`src/rtl/count_pkg.sv`:
```
// Shared types for the loadable counter register: run-FSM states and
// command decode with its fixed priority.
package count_pkg;

  typedef enum logic [1:0] {
    IDLE = 2'd0,
    RUN  = 2'd1,
    DONE = 2'd2
  } run_state_t;

  // Non-reset commands, listed highest to lowest priority.
  typedef enum logic [2:0] {
    CMD_CLR  = 3'd0,
    CMD_LD   = 3'd1,
    CMD_RUN  = 3'd2,
    CMD_STEP = 3'd3,
    CMD_HOLD = 3'd4
  } cmd_t;

  // rst is handled in the register process and outranks everything below.
  function automatic cmd_t decode_cmd(input logic clr, input logic ld,
                                      input logic running, input logic inc,
                                      input logic dec);
    if (clr)
      return CMD_CLR;
    if (ld)
      return CMD_LD;
    if (running)
      return CMD_RUN;
    if (inc ^ dec)
      return CMD_STEP;
    return CMD_HOLD;
  endfunction

endpackage

```
`src/rtl/count_step.sv`:
```
// Combinational next-value and boundary logic for one up/down step.
// Ports: q/limit current value and modulus top, up (1=up, 0=down), sat
// (1=saturate, 0=wrap); nxt next value, carry/borrow wrap indicators,
// hit when a bound was reached in either mode.
module count_step #(
  parameter int unsigned WIDTH = 8
) (
  input  logic [WIDTH-1:0] q,
  input  logic [WIDTH-1:0] limit,
  input  logic             up,
  input  logic             sat,
  output logic [WIDTH-1:0] nxt,
  output logic             carry,
  output logic             borrow,
  output logic             hit
);

  always_comb begin
    nxt    = q;
    carry  = 1'b0;
    borrow = 1'b0;
    hit    = 1'b0;
    if (up) begin
      // q >= limit also catches values loaded above the modulus.
      if (q >= limit) begin
        hit = 1'b1;
        if (sat) begin
          nxt = limit;
        end else begin
          nxt   = '0;
          carry = 1'b1;
        end
      end else begin
        nxt = q + WIDTH'(1);
      end
    end else begin
      if (q == '0) begin
        hit = 1'b1;
        if (sat) begin
          nxt = '0;
        end else begin
          nxt    = limit;
          borrow = 1'b1;
        end
      end else begin
        nxt = q - WIDTH'(1);
      end
    end
  end

endmodule

```
`src/rtl/load_count_reg.sv`:
```
// Loadable up/down counter register with programmable modulus, wrap or
// saturate mode, carry/borrow pulses, sticky overflow and a self-timed run.
// Ports: clk, rst (sync, active high), clr, ld/din, inc, dec, limit, sat,
// start, ovf_clr in; q, co, bo, ovf, busy, done registered out; tc
// combinational (q == limit).
module load_count_reg
  import count_pkg::*;
#(
  parameter int unsigned     WIDTH     = 8,
  parameter logic [WIDTH-1:0] RESET_VAL = '0
) (
  input  logic             clk,
  input  logic             rst,
  input  logic             clr,
  input  logic             ld,
  input  logic [WIDTH-1:0] din,
  input  logic             inc,
  input  logic             dec,
  input  logic [WIDTH-1:0] limit,
  input  logic             sat,
  input  logic             start,
  input  logic             ovf_clr,
  output logic [WIDTH-1:0] q,
  output logic             co,
  output logic             bo,
  output logic             tc,
  output logic             ovf,
  output logic             busy,
  output logic             done
);

  run_state_t       state, state_n;
  cmd_t             cmd;
  logic [WIDTH-1:0] q_n;
  logic             co_n, bo_n, ovf_n;
  logic             running;
  logic [WIDTH-1:0] step_nxt;
  logic             step_carry, step_borrow, step_hit;

  assign running = (state == RUN);
  assign cmd     = decode_cmd(clr, ld, running, inc, dec);

  // A run always counts up; saturation is meaningless inside a run.
  count_step #(.WIDTH(WIDTH)) u_step (
    .q      (q),
    .limit  (limit),
    .up     (running | inc),
    .sat    (sat & ~running),
    .nxt    (step_nxt),
    .carry  (step_carry),
    .borrow (step_borrow),
    .hit    (step_hit)
  );

  // Next-state and next-output logic.
  always_comb begin
    state_n = state;
    q_n     = q;
    co_n    = 1'b0;
    bo_n    = 1'b0;
    ovf_n   = ovf & ~ovf_clr;
    case (cmd)
      CMD_CLR: begin
        q_n     = RESET_VAL;
        ovf_n   = 1'b0;
        state_n = IDLE;
      end
      CMD_LD: begin
        q_n     = din;
        state_n = IDLE;
      end
      CMD_RUN: begin
        // Already at (or above a lowered) limit: finish without counting.
        // Otherwise finish on the same edge that lands on limit.
        if (q >= limit) begin
          state_n = DONE;
        end else begin
          q_n = step_nxt;
          if (step_nxt == limit)
            state_n = DONE;
        end
      end
      CMD_STEP: begin
        q_n  = step_nxt;
        co_n = step_carry;
        bo_n = step_borrow;
        if (step_hit)
          ovf_n = 1'b1;
      end
      default: begin
      end
    endcase
    if (cmd == CMD_STEP || cmd == CMD_HOLD) begin
      if (state == IDLE && start)
        state_n = RUN;
      else if (state == DONE)
        state_n = IDLE;
    end
  end

  // State and output registers.
  always_ff @(posedge clk) begin
    if (rst) begin
      state <= IDLE;
      q     <= RESET_VAL;
      co    <= 1'b0;
      bo    <= 1'b0;
      ovf   <= 1'b0;
      busy  <= 1'b0;
      done  <= 1'b0;
    end else begin
      state <= state_n;
      q     <= q_n;
      co    <= co_n;
      bo    <= bo_n;
      ovf   <= ovf_n;
      busy  <= (state_n == RUN);
      done  <= (state_n == DONE);
    end
  end

  assign tc = (q == limit);

endmodule

```
`config.mk`:
```
export PLATFORM = sky130hd
export DESIGN_NAME = load_count_reg
export DESIGN_NICKNAME = d
export VERILOG_FILES = /design/src/rtl/count_pkg.sv /design/src/rtl/count_step.sv /design/src/rtl/load_count_reg.sv
export SDC_FILE = /design/constraint.sdc
export NUM_CORES = 1
export LEC_CHECK = 0
export CAP_MARGIN = 20
export CORE_ASPECT_RATIO = 1.75
export CORE_MARGIN = 5
export CORE_UTILIZATION = 55
export CTS_CLUSTER_DIAMETER = 120
export DETAILED_ROUTE_END_ITERATION = 12
export GPL_TIMING_DRIVEN = 0
export PLACE_DENSITY = 0.92
export SYNTH_ARGS = -nofsm -noshare
export SYNTH_HDL_FRONTEND = slang
export SYNTH_SLANG_ARGS = --single-unit
```
`constraint.sdc`:
```
create_clock -name clk -period 8.19 [get_ports clk]
set_input_delay 0.819 -clock clk [delete_from_list [all_inputs] [get_ports clk]]
set_output_delay 0.819 -clock clk [all_outputs]
set_load 0.02 [all_outputs]
```
==> key figures, run 1 <==
Route
  – Detailed Route WL: 6724 um
  – Number of remaining DRC errors: 0
  – Drt initial violations: 206
  – DR vias/cell: 6.737
  – Antenna viol nets, final: 0
  – WL/cell: 20.13 um
  – First drt pass iteration count: 5
  – DR vias: 2250

STA
  – Final Max Slew Viols: 0
  – Max Fclk: 264.2 MHz
  – Fin crit period: 3.786 ns
  – Final hold vios: 0
  – RSZ-0062 raised after global routing: no
  – Worst Skew: 0.005981 ns
  – Measured slew at the worst slew-check pin: 0.7525 ns
  – TNS Setup: 0 ns
  – Setup-failing EPs final: 0
  – Slew headroom: 49.73%
  – Final period util: 46.22%

Yosys
  – Synth area leader: dfxtp_1
  – Async SR Flop Fraction: 0%
  – Count of cell types in the netlist: 65
  – Area of the mapped netlist: 0.001883 mm^2
  – Post-synth EDFFs: 0
  – Ys flop type: dfxtp_1
  – Post-Syn Nets: 283
  – Cells after Synth: 247
  – Seq/Total Area, Yosys: 15.95%
  – YS warnings: 0
  – Synthesized area per cell: 7.624 um^2
  – Synth area leaders: dfxtp_1 (16%), ha_1 (7.3%), a21oi_1 (5.6%)
  – Share of the synthesized area in the top cell type: 15.95%
  – #FFs+latches synth: 15

Global routing
  – Global Route Usage Sum: 29.89%
  – Total grt overflow: 0
  – Initial antenna violation count: 0
  – First-pass GRT wire length: 10370 um
  – Largest net degree at the start of global routing: 11
  – Vias in the first global route: 2193

Clock network
  – H-Tree Depth: 1
  – # clock sinks: 15
  – # resized after CTS: 0
  – Setup bufs post-CTS: 0
  – Cts hold-fix bufs: 0
  – Reg clk slew, reported paths: 0.07 ns
  – CTS tree: built
  – Clock latency on the worst-skew pair: 0.26 ns
  – CTS Buf Count: 3
  – CTS max path bufs: 2
  – Root Buffer: clkbuf_8

Placed design
  – Dpl cell area: 0.002307 mm^2
  – GPL Wtd Cong: 0.9456
  – PortBufs: 36
  – DP HPWL: 5140 um

Worst hold path
  – Worst Hold Class: flip-flop to flip-flop

Pwr
  – Maximum vdd drop: 0.07913 mV
  – Total Power: 0.0002846 W
  – Pwr Density: 120.7 mW/mm^2
  – Leakage power: 0.8937 nW

Floorplanning
  – Core ar.: 0.003363 mm^2
  – # IOs: 39
  – Die area: 0.004740 mm^2
  – Chip height: 87.41 um
  – Die W: 54.23 um
  – Starting Density: 55.99%
  – # rows: 28

Outcome
  – Status: finished clean

Run
  – Max Cap Violations: 0

Final layout
  – Diode count: 0
  – Syn-to-layout area delta: 25.25%
  – Layout cells sized above 1: 9.343%
  – Nets: 326
  – FILL cells: 304
  – Final instance area: 0.002359 mm^2

Critical path
  – Crit Path Category: primary input to flip-flop
  – Slowest cell on the critical path: a31oi_1
  – Worst Setup End Kind: flip-flop
  – WP data arrival: 3.93 ns
  – CP Max Fanout: 6
  – Worst setup SP type: primary input
  – CP cell instances: clkdlybuf4s50_1 -> ha_1 -> nand2b_1 -> a2111o_1 -> a31oi_1 -> nor4_1 -> a2111oi_2 -> o2111ai_1 -> o211ai_1 -> a21oi_1
  – Req. time, crit path: 8.33 ns
  – CP max stage delay: 0.55 ns
==> metrics by stage <==
| step | util [%] | hold WS (ns) | setup slack (ns) | std cells |
|---|---|---|---|---|
| after global placement | 68.38 | 0.5001 | 4.194 | 328 |
| final | 70.13 | 0.5194 | 4.404 | 334 |
| after global routing | 70.13 | 0.5578 | 4.258 | 334 |
| after floorplan | - | 0.4840 | 5.145 | 247 |
| after CTS | 69.98 | 0.5202 | 4.447 | 333 |
| after detailed placement | 68.60 | 0.5042 | 4.193 | 329 |
==> flip-flops by register name, summed over array words and instances (netlist names) <==
register and count:
state 2, co 1, q 8, done 1
ovf 1, busy 1, bo 1
==> critical path: cells and delay by family <==
kind	cells	cell delay, ns
compound gates	6	1.99
buf+inv	1	0.49
fa+ha+maj	1	0.34
simple gates	2	0.29
==> path summary, 6_finish.rpt <==
check	slack, ns	cells after the start	to	from
min	0.52	2	ovf	ovf
max reg2reg	4.76	11	busy	q[0]
min reg2reg	0.52	2	ovf	ovf
max	4.40	10	busy	limit[0]
==> synthesized netlist by cell type (6+ instances only) <==
cell type	n
o21ai_0	13
nor2_1	16
nand2_1	9
nand2b_1	6
a211oi_1	6
buf_2	6
nand4_1	6
a31oi_1	7
nor3_1	10
dfxtp_1	15
xnor2_1	7
clkbuf_1	6
inv_1	15
nand3_1	11
o211ai_1	6
ha_1	11
a21oi_1	21
==> logic make-up after synthesis <==
logic type | after synthesis | share of synthesized area [%]
xor+xnor | 12 | 6.312
simple gates | 84 | 25.85
buf+inv | 31 | 7.574
fa+ha+maj | 11 | 7.309
flops | 15 | 15.95
compound gates | 91 | 35.35
mux | 3 | 1.661
==> power by group <==
part	switching, W	internal [W]	leakage, nW
Clock	0.0000319	0.0000339	0.0255
Sequential	0.00000323	0.0000754	0.122
Combinational	0.0000815	0.0000587	0.746
==> area by class of cell <==
class | instances | area [um^2] | area share [%]
multi-input cells | 201 | 1440 | 61.06
repair buffers | 38 | 372.9 | 15.81
flip-flops and latches | 15 | 300.3 | 12.73
plain buffers | 16 | 86.33 | 3.660
inverters | 15 | 56.30 | 2.387
well taps | 45 | 56.30 | 2.387
clock buffers | 3 | 41.29 | 1.751
clock inverters | 1 | 5.005 | 0.2122
==> layout by cell type (no fill, tap or decap), types with 9 or more instances in the layout <==
| cell type | instances |
|---|---|
| nor3_1 | 10 |
| o21ai_0 | 13 |
| nand2_1 | 9 |
| dfxtp_1 | 15 |
| a21oi_1 | 21 |
| nor2_1 | 16 |
| clkdlybuf4s50_1 | 36 |
| nand3_1 | 11 |
| ha_1 | 11 |
| inv_1 | 15 |
==> metal layers <==
metal	global-route usage, %	vias up	share of wire, %
met2	50.93	140	51
met3	3.431	42	8.8
li1	-	1043	-
met5	0	-	0
met4	19.05	0	5.7
met1	33.26	1025	34
No activity file was read; power rests on OpenSTA's default activity.
==> inputs of run 2 (changes only) <==
- CORE_UTILIZATION: 55 -> 52
- PLACE_DENSITY: 0.92 -> 0.88
- clock period: 8.19 -> 4 ns (I/O delays scaled with it)
==> run 2 against run 1 <==
Total power grew 100%. Global-route usage shrank 3.6 points. Setup slack lost 3.8 ns. Critical path type is now flip-flop to flip-flop. Largest cell class unchanged.
==> key figures, run 2 (synthesis results as in run 1) <==
STA
  – Max Fclk: 292.7 MHz
  – Final Max Slew Viols: 0 (unchanged)
  – Final WS setup: 0.5834 ns (-3.821 ns)
  – TNS Setup: 0 ns (unchanged)
  – Measured slew at the worst slew-check pin: 0.7422 ns (-0.01031 ns)
  – RSZ-0062 raised after global routing: no
  – Worst Skew: 0.003476 ns (-0.002505 ns)
  – Fin crit period: 3.417 ns
  – Slew headroom: 50.42% (+0.69 points)
  – Final period util: 85.42%
  – Final hold vios: 0 (unchanged)
  – Setup-failing EPs final: 0 (unchanged)

Run
  – Max Cap Violations: 0 (unchanged)

Clock network
  – Root Buffer: clkbuf_8
  – Clock latency on the worst-skew pair: 0.25 ns (about the same)
  – CTS tree: built
  – # clock sinks: 15 (unchanged)
  – Reg clk slew, reported paths: 0.07 ns (about the same)
  – # resized after CTS: 0 (unchanged)
  – CTS max path bufs: 2 (unchanged)
  – Setup bufs post-CTS: 0 (unchanged)
  – CTS Buf Count: 3 (unchanged)
  – Cts hold-fix bufs: 0 (unchanged)
  – H-Tree Depth: 1 (unchanged)

Critical path
  – Crit Path Category: flip-flop to flip-flop
  – CP Max Fanout: 10 (+4)
  – Worst setup SP type: flip-flop
  – Worst Setup End Kind: flip-flop
  – WP data arrival: 3.55 ns (-0.38 ns)
  – Req. time, crit path: 4.14 ns (-4.19 ns)

Route
  – WL/cell: 19.52 um (-3.0%)
  – Antenna viol nets, final: 0 (unchanged)
  – Drt initial violations: 124 (-40%)
  – Number of remaining DRC errors: 0 (unchanged)
  – DR vias: 2252 (+0.089%)
  – First drt pass iteration count: 5 (unchanged)
  – DR vias/cell: 6.722 (-0.21%)
  – Detailed Route WL: 6540 um (-2.7%)

Placed design
  – PortBufs: 36 (unchanged)
  – Worst slack at placement: 0.3892 ns (-3.804 ns)
  – GPL Wtd Cong: 0.9877 (+4.5%)
  – Dpl cell area: 0.002308 mm^2 (about the same)
  – DP HPWL: 5123 um (-0.33%)
  – Placed Cells: 330 (+0.30%)

Final layout
  – Reg area: 300.3 um^2 (unchanged)
  – Layout cells sized above 1: 9.343% (unchanged)
  – Diode count: 0 (unchanged)
  – Nets: 326 (unchanged)
  – Biggest regs: q (8), state (2)
  – Multi-input gate area: 0.001440 mm^2 (unchanged)
  – Commonest cells after routing, fill and taps aside: clkdlybuf4s50_1 (36), a21oi_1 (21), nor2_1 (16)
  – Syn-to-layout area delta: 25.32% (about the same)
  – Biggest register: q
  – Final instance area: 0.002360 mm^2 (about the same)
  – FILL cells: 342 (+13%)
  – Post-Layout Cell Count: 335 (+0.30%)
  – Max reg flops: 8 (unchanged)
  – Commonest non-fill, non-tap cell in the layout: clkdlybuf4s50_1

Global routing
  – Initial antenna violation count: 0 (unchanged)
  – Total grt overflow: 0 (unchanged)
  – Vias in the first global route: 2119 (-3.4%)
  – Largest net degree at the start of global routing: 11 (unchanged)
  – Global Route Usage Sum: 26.27% (-3.6 points)
  – First-pass GRT wire length: 10370 um (unchanged)

Floorplanning
  – # IOs: 39 (unchanged)
  – Starting Density: 52.96% (-3.0 points)
  – # rows: 29 (+3.6%)
  – Die W: 55.49 um (+2.3%)
  – Chip height: 89.61 um (+2.5%)
  – Core ar.: 0.003556 mm^2 (+5.7%)
  – Die area: 0.004972 mm^2 (+4.9%)

Pwr
  – Leakage power: 0.8931 nW (about the same)
  – Pwr Density: 243.7 mW/mm^2 (+100%)
  – Maximum vdd drop: 0.1424 mV (+80%)

Worst hold path
  – Worst Hold Class: primary input to flip-flop

Outcome
  – Status: finished clean
[run 2: cell count changes in the layout (fill, tap and decap cells not counted)]
cell and delta:
buf_2 -1, clkbuf_2 +1
[run 2: layout make-up]
| class | count | area share, % |
|---|---|---|
| clock inverter | 1 | 0.2121 |
| buffer | 16 | 3.659 |
| clock buffer | 3 | 1.750 |
| tap | 46 | 2.439 |
| sequential | 15 | 12.73 |
| timing repair buffer | 38 | 15.80 |
| multi-input combinational | 201 | 61.03 |
| inverter | 15 | 2.386 |
[run 2: report_power, final]
group / total (W) / internal [W] / switching, W
Sequential: 0.000161 / 0.000154 / 0.00000636
Clock: 0.000130 / 0.0000691 / 0.0000605
Combinational: 0.000285 / 0.000120 / 0.000165
Total: 0.000575 / 0.000343 / 0.000232
[run 2: per-stage QoR]
step | power (W) | utilization (%) | hold WS [ns]
global route | 0.0006087 | 66.36 | 0.5237
floorplan | 0.0003509 | - | 0.4772
detailed placement | 0.0004418 | 64.92 | 0.5273
finish | 0.0005751 | 66.36 | 0.5147
CTS | 0.0005744 | 66.22 | 0.5057
global placement | 0.0004396 | 64.71 | 0.4997
[run 2: path summary, 6_finish.rpt]
kind / from / endpoint / slack, ns / depth (start not counted)
worst min-delay path: inc / co / 0.51 / 3
worst min register to register: ovf / ovf / 0.52 / 2
worst max register to register: q[0] / busy / 0.58 / 11
worst max-delay path: q[0] / busy / 0.58 / 11
[run 2: critical path, stage by stage, from the launching register on]
cell and delay [ns]:
dfxtp_1 0.35, buf_2 0.24, inv_1 0.13, ha_1 0.30
nand2b_1 0.15, a2111o_1 0.48, a31oi_1 0.58, nor4_1 0.15
a2111oi_2 0.38, o2111ai_1 0.20, o211ai_1 0.25, a21oi_1 0.10
[run 2: routing by layer]
layer  GRT usage [%]  vias up  part of all wire, %
met5               0        -                    0
met4           17.48        0                  6.2
met3           3.290       30                  8.7
met2           48.06      134                   50
met1           28.31     1043                   35
li1                -     1045                    -
==> inputs of run 3 (changes only) <==
- CORE_UTILIZATION: 52 -> 53
- CTS_BUF_LIST: default -> sky130_fd_sc_hd__clkbuf_4 sky130_fd_sc_hd__clkbuf_8
- PLACE_DENSITY: 0.88 -> 0.89
==> run 3 against run 2 <==
First-iteration DRC count is 17% higher. Sequential cell count is the same. Highest routed layer unchanged. Non-clock buffer count unchanged. Final cell count shrank 0.30%. Via count rose by 1.4%. Total power up 0.63%. Clock-buffer cell count unchanged. Fmax is 0.74% lower. Global-route usage rose by 2.8 points. Clock power about the same. Combinational power about the same. Clock skew is 0.0024 ns lower.
==> key figures, run 3 (synthesis results as in run 1) <==
Floorplanning
  – Starting Density: 55.41% (+2.5 points)
  – Die W: 55.06 um (-0.77%)
  – # IOs: 39 (unchanged)
  – Core ar.: 0.003398 mm^2 (-4.4%)
  – Chip height: 88.85 um (-0.84%)
  – Die area: 0.004892 mm^2 (-1.6%)
  – # rows: 28 (-3.4%)

Pwr
  – Sw Ratio: 40.66% (+0.36 points)
  – Seq pwr share: 27.8% (-0.2 points)
  – Leakage power: 0.8931 nW (unchanged)
  – P_sw: 0.0002353 W (+1.5%)
  – Combinational share of power: 49.4% (about the same)
  – Pwr Density: 245.4 mW/mm^2 (+0.69%)
  – Internal cell power: 0.0003435 W (about the same)
  – Maximum vdd drop: 0.1684 mV (+18%)
  – Clock power frac: 22.8% (+0.3 points)

Placed design
  – PortBufs: 36 (unchanged)
  – Placed Cells: 329 (-0.30%)
  – DP HPWL: 5224 um (+2.0%)
  – GPL Wtd Cong: 0.9880 (about the same)

Final layout
  – Commonest cells after routing, fill and taps aside: clkdlybuf4s50_1 (36), a21oi_1 (21), nor2_1 (16)
  – Layout cells sized above 1: 9.343% (unchanged)
  – Biggest register: q
  – Syn-to-layout area delta: 25.25% (about the same)
  – Max reg flops: 8 (unchanged)
  – Commonest non-fill, non-tap cell in the layout: clkdlybuf4s50_1
  – Biggest regs: q (8), state (2)
  – Diode count: 0 (unchanged)
  – Post-Layout Cell Count: 334 (-0.30%)
  – Nets: 326 (unchanged)

Clock network
  – Root Buffer: clkbuf_8
  – # resized after CTS: 0 (unchanged)
  – Setup bufs post-CTS: 0 (unchanged)
  – # clock sinks: 15 (unchanged)
  – CTS max path bufs: 2 (unchanged)
  – CTS tree: built
  – H-Tree Depth: 1 (unchanged)
  – Cts hold-fix bufs: 0 (unchanged)
  – Clock latency on the worst-skew pair: 0.25 ns (about the same)
  – Reg clk slew, reported paths: 0.07 ns (about the same)
  – CTS Buf Count: 3 (unchanged)

Global routing
  – Largest net degree at the start of global routing: 11 (unchanged)
  – Total grt overflow: 0 (unchanged)
  – Global Route Usage Sum: 29.02% (+2.8 points)
  – First-pass GRT wire length: 10370 um (unchanged)
  – Vias in the first global route: 2202 (+3.9%)
  – Initial antenna violation count: 0 (unchanged)

STA
  – RSZ-0062 raised after global routing: no
  – Setup-failing EPs final: 0 (unchanged)
  – Final Max Slew Viols: 0 (unchanged)
  – Max Fclk: 290.5 MHz (-0.74%)
  – TNS Setup: 0 ns (unchanged)
  – Final period util: 86.05% (+0.64 points)
  – Fin crit period: 3.442 ns (+0.02544 ns)
  – Measured slew at the worst slew-check pin: 0.8879 ns (+0.1458 ns)
  – Worst Skew: 0.001089 ns (-0.002386 ns)
  – Slew headroom: 40.68% (-9.7 points)
  – Final hold vios: 0 (unchanged)

Worst hold path
  – Worst Hold Class: primary input to flip-flop

Critical path
  – Buf+Inv Stages, Crit Path: 2 (unchanged)
  – WP data arrival: 3.58 ns (+0.03 ns)
  – Worst setup SP type: flip-flop
  – CP max stage delay: 0.55 ns (-0.03 ns)
  – Crit Path Category: flip-flop to flip-flop
  – Family with the most delay on the worst path: compound AO/OA/AOI/OAI gates
  – CP Max Fanout: 10 (unchanged)
  – CP cell instances: buf_2 -> inv_1 -> ha_1 -> nand2b_1 -> a2111o_1 -> a31oi_1 -> nor4_1 -> a2111oi_2 -> o2111ai_1 -> o211ai_1 -> a21oi_1
  – Req. time, crit path: 4.14 ns (about the same)
  – Slowest cell on the critical path: a31oi_1
  – Worst Setup End Kind: flip-flop

Route
  – DR vias/cell: 6.835 (+1.7%)
  – DR vias: 2283 (+1.4%)
  – WL/cell: 19.81 um (+1.5%)
  – First drt pass iteration count: 5 (unchanged)
  – Detailed Route WL: 6617 um (+1.2%)
  – Number of remaining DRC errors: 0 (unchanged)
  – Drt initial violations: 145 (+17%)
  – Antenna viol nets, final: 0 (unchanged)

Run
  – Max Cap Violations: 0 (unchanged)

Outcome
  – Status: finished clean
## run 3: cell counts in the layout (fill, tap and decap cells not counted)
Identical to the previous run, type by type.
## run 3: worst register-to-register path, cell delays in order, from the launching register on
cell and delay, ns:
dfxtp_1 0.35, buf_2 0.24, inv_1 0.13, ha_1 0.30
nand2b_1 0.14, a2111o_1 0.48, a31oi_1 0.55, nor4_1 0.14
a2111oi_2 0.42, o2111ai_1 0.22, o211ai_1 0.26, a21oi_1 0.11
## run 3: final cells by class
cell class / count / area, um^2
Multi-Input combinational cell: 201 / 1440
Clock inverter: 1 / 5.005
Tap cell: 45 / 56.30
Inverter: 15 / 56.30
Fill cell: 327 / 1040
Clock buffer: 3 / 41.29
Sequential cell: 15 / 300.3
Timing Repair Buffer: 38 / 372.9
Buffer: 16 / 86.33
## run 3: final timing paths
path              cells past startpoint      from       end  slack, ns
setup / recovery                     11      q[0]      busy       0.56
hold / removal                        3       inc        co       0.52
setup reg to reg                     11      q[0]      busy       0.56
hold reg to reg                       1  state[0]  state[1]       0.53
## run 3: per-stage QoR
step	power [W]	util [%]	hold slack (ns)	area (um^2)	setup slack, ns
after floorplan	0.0003509	-	0.4772	1883	1.035
after global placement	0.0004360	67.67	0.5034	2300	0.4267
after detailed placement	0.0004413	67.89	0.5283	2307	0.3843
after CTS	0.0005702	69.26	0.5135	2354	0.6368
after global routing	0.0006118	69.40	0.5235	2359	0.4481
final	0.0005788	69.40	0.5155	2359	0.5579
## run 3: power by group through the flow
stage / logic (W) / clock network, W / registers [W]
after floorplan: 0.000182 / 0 / 0.000168
after global placement: 0.000272 / 0 / 0.000164
after detailed placement: 0.000277 / 0 / 0.000164
after CTS: 0.000278 / 0.000131 / 0.000161
after global routing: 0.000309 / 0.000141 / 0.000162
final: 0.000286 / 0.000132 / 0.000161
## run 3: layer usage
| layer | global-route usage (%) | routed length (um) | vias up |
|---|---|---|---|
| met2 | 48.60 | 3340 | 132 |
| li1 | - | - | 1044 |
| met1 | 32.38 | 2247 | 1064 |
| met4 | 19.91 | 457 | 0 |
| met3 | 3.879 | 572 | 43 |
| met5 | 0 | 0 | - |
